<file path="config.mk">
export PLATFORM = sky130hd
export DESIGN_NAME = nibble_packer
export DESIGN_NICKNAME = d
export VERILOG_FILES = /design/src/rtl/nibble_packer.sv
export SDC_FILE = /design/constraint.sdc
export NUM_CORES = 1
export LEC_CHECK = 0
export ABC_AREA = 1
export CORE_ASPECT_RATIO = 0.75
export CORE_MARGIN = 5
export CORE_UTILIZATION = 25
export CTS_BUF_LIST = sky130_fd_sc_hd__clkbuf_16
export DETAILED_ROUTE_END_ITERATION = 10
export GPL_ROUTABILITY_DRIVEN = 1
export PLACE_DENSITY = 0.43
export SETUP_SLACK_MARGIN = 0.05
export SYNTH_ARGS = -nofsm -noshare
export SYNTH_HDL_FRONTEND = slang
export SYNTH_SLANG_ARGS = --single-unit
</file>
<file path="constraint.sdc">
create_clock -name clk -period 2 [get_ports clk]
set_clock_uncertainty 0.05 [all_clocks]
set_input_delay 0.4 -clock clk [delete_from_list [all_inputs] [get_ports clk]]
set_output_delay 0.4 -clock clk [all_outputs]
set_load 0.01 [all_outputs]
</file>
<file path="src/rtl/nibble_packer.sv">
// nibble_packer: packs pairs of 4-bit nibbles into bytes.
// A frame that ends on an odd nibble is completed with PAD.
// The output is a single-entry register slice; a new byte may load on the
// same edge the current one is taken, so a steady stream loses no cycles.
//
// Handshake rule (both sides): a transfer happens on a rising edge exactly when
// valid and ready are both 1; once raised, out_valid and its payload
// stay unchanged until that transfer, and ready never depends on valid.
module nibble_packer #(
    parameter int          MSB_FIRST = 1,
    parameter logic [3:0]  PAD       = 4'h0
) (
    input  logic        clk,
    input  logic        rst_n,
    input  logic        in_valid,
    input  logic [3:0]  in_nib,
    input  logic        in_last,
    output logic        in_ready,
    output logic        out_valid,
    output logic [7:0]  out_data,
    output logic        out_last,
    input  logic        out_ready,
    output logic [15:0] byte_cnt,
    output logic        half
);

    typedef enum logic {
        EMPTY = 1'b0,
        HALF  = 1'b1
    } state_t;

    state_t      state_q, state_d;
    logic [3:0]  hi_q, hi_d;
    logic        out_valid_q, out_valid_d;
    logic [7:0]  out_data_q, out_data_d;
    logic        out_last_q, out_last_d;
    logic [15:0] byte_cnt_q, byte_cnt_d;

    logic        would_produce;
    logic        in_xfer;
    logic        out_xfer;
    logic        produce;
    logic [3:0]  first_nib;
    logic [3:0]  second_nib;

    // Handshake terms: a nibble that would complete a byte needs a free output slot.
    always_comb begin
        would_produce = (state_q == HALF) || in_last;
        in_ready      = rst_n && (!would_produce || !out_valid_q || out_ready);
        in_xfer       = in_valid && in_ready;
        out_xfer      = out_valid_q && out_ready;
        produce       = in_xfer && would_produce;
    end

    // State register (EMPTY / HALF).
    always_ff @(posedge clk) begin
        if (!rst_n) begin
            state_q <= EMPTY;
        end else begin
            state_q <= state_d;
        end
    end

    // Next state: an odd nibble without in_last is parked, anything else returns to EMPTY.
    always_comb begin
        state_d = state_q;
        if (in_xfer) begin
            case (state_q)
                EMPTY:   state_d = in_last ? EMPTY : HALF;
                HALF:    state_d = EMPTY;
                default: state_d = EMPTY;
            endcase
        end
    end

    // Output/datapath: held nibble, output slice and transfer counter.
    always_comb begin
        first_nib   = (state_q == HALF) ? hi_q : in_nib;
        second_nib  = (state_q == HALF) ? in_nib : PAD;
        hi_d        = hi_q;
        out_valid_d = out_valid_q;
        out_data_d  = out_data_q;
        out_last_d  = out_last_q;
        byte_cnt_d  = byte_cnt_q + {15'd0, out_xfer};

        if (in_xfer && (state_q == EMPTY) && !in_last) begin
            hi_d = in_nib;
        end

        if (out_xfer) begin
            out_valid_d = 1'b0;
        end

        if (produce) begin
            out_valid_d = 1'b1;
            out_last_d  = (state_q == HALF) ? in_last : 1'b1;
            if (MSB_FIRST != 0) begin
                out_data_d = {first_nib, second_nib};
            end else begin
                out_data_d = {second_nib, first_nib};
            end
        end
    end

    // Datapath registers; reset drops any held nibble and any pending byte.
    always_ff @(posedge clk) begin
        if (!rst_n) begin
            hi_q        <= 4'h0;
            out_valid_q <= 1'b0;
            out_data_q  <= 8'h00;
            out_last_q  <= 1'b0;
            byte_cnt_q  <= 16'h0000;
        end else begin
            hi_q        <= hi_d;
            out_valid_q <= out_valid_d;
            out_data_q  <= out_data_d;
            out_last_q  <= out_last_d;
            byte_cnt_q  <= byte_cnt_d;
        end
    end

    assign out_valid = out_valid_q;
    assign out_data  = out_data_q;
    assign out_last  = out_last_q;
    assign byte_cnt  = byte_cnt_q;
    assign half      = (state_q == HALF);

endmodule

</file>
==> reports/metrics.csv <==
stage,metric,value,unit
status,status,finished clean,
yosys,synth_edf_count,0,
worst_setup_path,critical-path-max-stage-delay,0.47,ns
routing,ant_nets,0,
yosys,synthTopCellsByArea,"dfxtp_1, nand2_1, inv_1",
yosys,async_flop_share,0,%
clock_tree,cts_tree,yes,
routing,drtPass1Iterations,4,
timing,setup_violations,0,
routing,vias_per_cell,4.125,
place,dp_hpwl,2728,um
yosys,synth_xor_area_share,1.233,%
worst_setup_path,crit_arrival,1.93,ns
global_routing,grt.total_usage,10.42,%
yosys,yosysTopAreaCell,dfxtp_1,
timing,period_share,90.75,%
worst_setup_path,critPathSlowestCell,clkdlybuf4s50_1,
yosys,avgSynthCellArea,7.065,um2
place,dp.cells,320,
yosys,ys_warn_count,0,
yosys,synthCells,201,
floorplan,core,5439,um2
yosys,synthFlopType,dfxtp_1,
timing,holdWs,0.3976,ns
clock_tree,cts-htree-levels,2,
clock_tree,ctsRootBufferMaster,clkbuf_16,
place,place.gp.congestion,0.7994,
worst_setup_path,critPathLaunchType,primary input,
yosys,synth_area,1420,um2
global_routing,grt_start_max_net_pins,22,
power,p_leak,0.8744,nW
yosys,synth_seq_cells,31,
clock_tree,numCtsBuffers,5,
routing,drt_iter0_markers,41,
worst_setup_path,required,2.11,ns
worst_setup_path,cp_top_family,buffers and inverters,
timing,hold_viol,0,
yosys,synth_compound_area_share,10.22,%
floorplan,num_io_pins,37,
floorplan,die_area,7303,um2
yosys,synth_cell_type_count,25,
yosys,seq_area_frac_synth,43.70,%
floorplan,die_width,97.03,um
finish,nFillCells,594,
routing,vias,1353,
global_routing,antenna_found_initial,0,
yosys,synth_top_area_share,43.70,%
routing,wirelength,3567,um
timing,layout_setup_ws,0.1849,ns
worst_setup_path,cp_cell_sequence,clkdlybuf4s50_1 > nand2_1 > inv_1 > ha_1 > ha_2 > nand3_2 > nor2_4 > buf_4 > xnor2_1 > nor2_1,
worst_setup_path,worstPathMaxFanout,5,
clock_tree,numClockSinks,31,
finish,fin_cells,328,
finish,layout_common_cells,"nand2_1, clkdlybuf4s50_1, dfxtp_1",
yosys,muxShareOfSynthArea,0,%
timing,slew_violations,0,
power,p_per_area,706.5,nW/um2
worst_setup_path,path_buf_inv,3,
floorplan,initial_utilization,26.11,%
worst_setup_path,critPathKind,primary input to register,
finish,final_common_cell,nand2_1,
global_routing,grt_pass1_vias,1258,
timing,fmax,550.9,MHz
routing,drc,0,
timing,worst_slew_pin_slew,0.3392,ns
worst_hold_path,min_path_type,register to register,
global_routing,grt_pass1_wl,5940,um
finish,syn2layout_area_growth,46.26,%
floorplan,die_y,75.27,um
timing,max-slew-margin-rel,77.32,%
yosys,synth_fp_nets,212,
worst_setup_path,cp-end-kind,register,
power,vdd_drop_max,256.8,uV
timing,period_needed,1.815,ns
floorplan,num_rows,23,
routing,wl_per_cell,10.88,um
global_routing,grt-ovfl-total,0,
flow_run,maxCapViolCount,0,
timing,grt_setup_unrepaired,no,
finish,finalNetCount,264,
clock_tree,clk_latency,0.27,ns
finish,layout-drive-gt1-share,12.65,%
yosys,yosys.area_share.simple,33.30,%
clock_tree,clockBufferDepth,2,
finish,fin_util,38.19,%
clock_tree,path_clk_slew,0.05,ns
place,dp_slack,-0.1467,ns
yosys,synth_fa_ha_area_share,1.762,%
yosys,synth_top_family_by_area,simple AND/OR/NAND/NOR gates,
place,portBuffers,36,
finish,diodes,0,
## path summary, 6_finish.rpt
check,endpoint,cells after the start,slack [ns],startpoint
worst min-delay path,hi_q[2],2,0.40,hi_q[2]
worst max-delay path,byte_cnt[6],10,0.18,out_ready
worst max register to register,byte_cnt[6],9,0.45,out_valid
worst min register to register,hi_q[2],2,0.40,hi_q[2]
## synthesized netlist by cell type (2+ instances only)
cell type / count
nor2_1: 27
nand3_2: 2
ha_1: 2
nand2_1: 57
nand3_1: 8
dfxtp_1: 31
nor2_4: 2
nand4_1: 5
o21ai_0: 9
xnor2_1: 2
inv_1: 28
a21oi_1: 14
nand2_2: 2
## flip-flops by register name (all words and copies together), names as in the netlist
name / cells
out_last: 1
hi_q: 4
out_valid: 1
out_data: 8
byte_cnt: 16
half: 1
## layout make-up
class	instances	area [um2]	area share [%]
timing repair buffer	49	452.9	21.81
multi-input combinational	138	670.6	32.29
inverter	28	105.1	5.060
clock buffer	5	125.1	6.024
sequential	31	620.6	29.88
tap	75	93.84	4.518
clock inverter	2	8.758	0.4217
## where the power goes
group	switching [mW]	internal, mW	total [mW]
clock network	0.258	0.446	0.704
registers	0.00612	0.634	0.640
logic	0.0633	0.0599	0.123
total	0.327	1.14	1.47
## per-layer routing
| metal | up-vias | global-route usage, % | part of all wire, % |
|---|---|---|---|
| met2 | 25 | 15.90 | 43 |
| met3 | 6 | 2.870 | 4.4 |
| met1 | 589 | 13.61 | 51 |
| met5 | - | 0 | 0 |
| li1 | 733 | - | - |
| met4 | 0 | 5.607 | 1.9 |
## per-stage QoR
| stage | area [um2] | setup TNS, ns | power [mW] |
|---|---|---|---|
| detailed placement | 1931 | -0.5441 | 0.7785 |
| floorplan | 1420 | 0 | 0.7128 |
| finish | 2077 | 0 | 1.467 |
| CTS | 2063 | 0 | 1.495 |
| global placement | 1931 | -0.4640 | 0.7783 |
| global route | 2077 | 0 | 1.533 |
## worst register-to-register path, stage by stage (launching register included)
cell and delay [ns]:
dfxtp_1 0.34, nand2_1 0.06, inv_1 0.05, ha_1 0.15, ha_2 0.20, nand3_2 0.11, nor2_4 0.20, buf_4 0.14
xnor2_1 0.10, nor2_1 0.05
## cell families after synthesis
family          Yosys count
flops                    31
xor+xnor                  2
simple gates            107
fa+ha+maj                 2
buf+inv                  32
compound gates           27
## repair_timing
action                                  CTS  global route
resized for setup                         1             5
buffers inserted                          0             1
pin swaps                                 0             1
hold buffers                              0             0
endpoints found under the setup margin    1             2
Power figures use the tool's default switching activity.
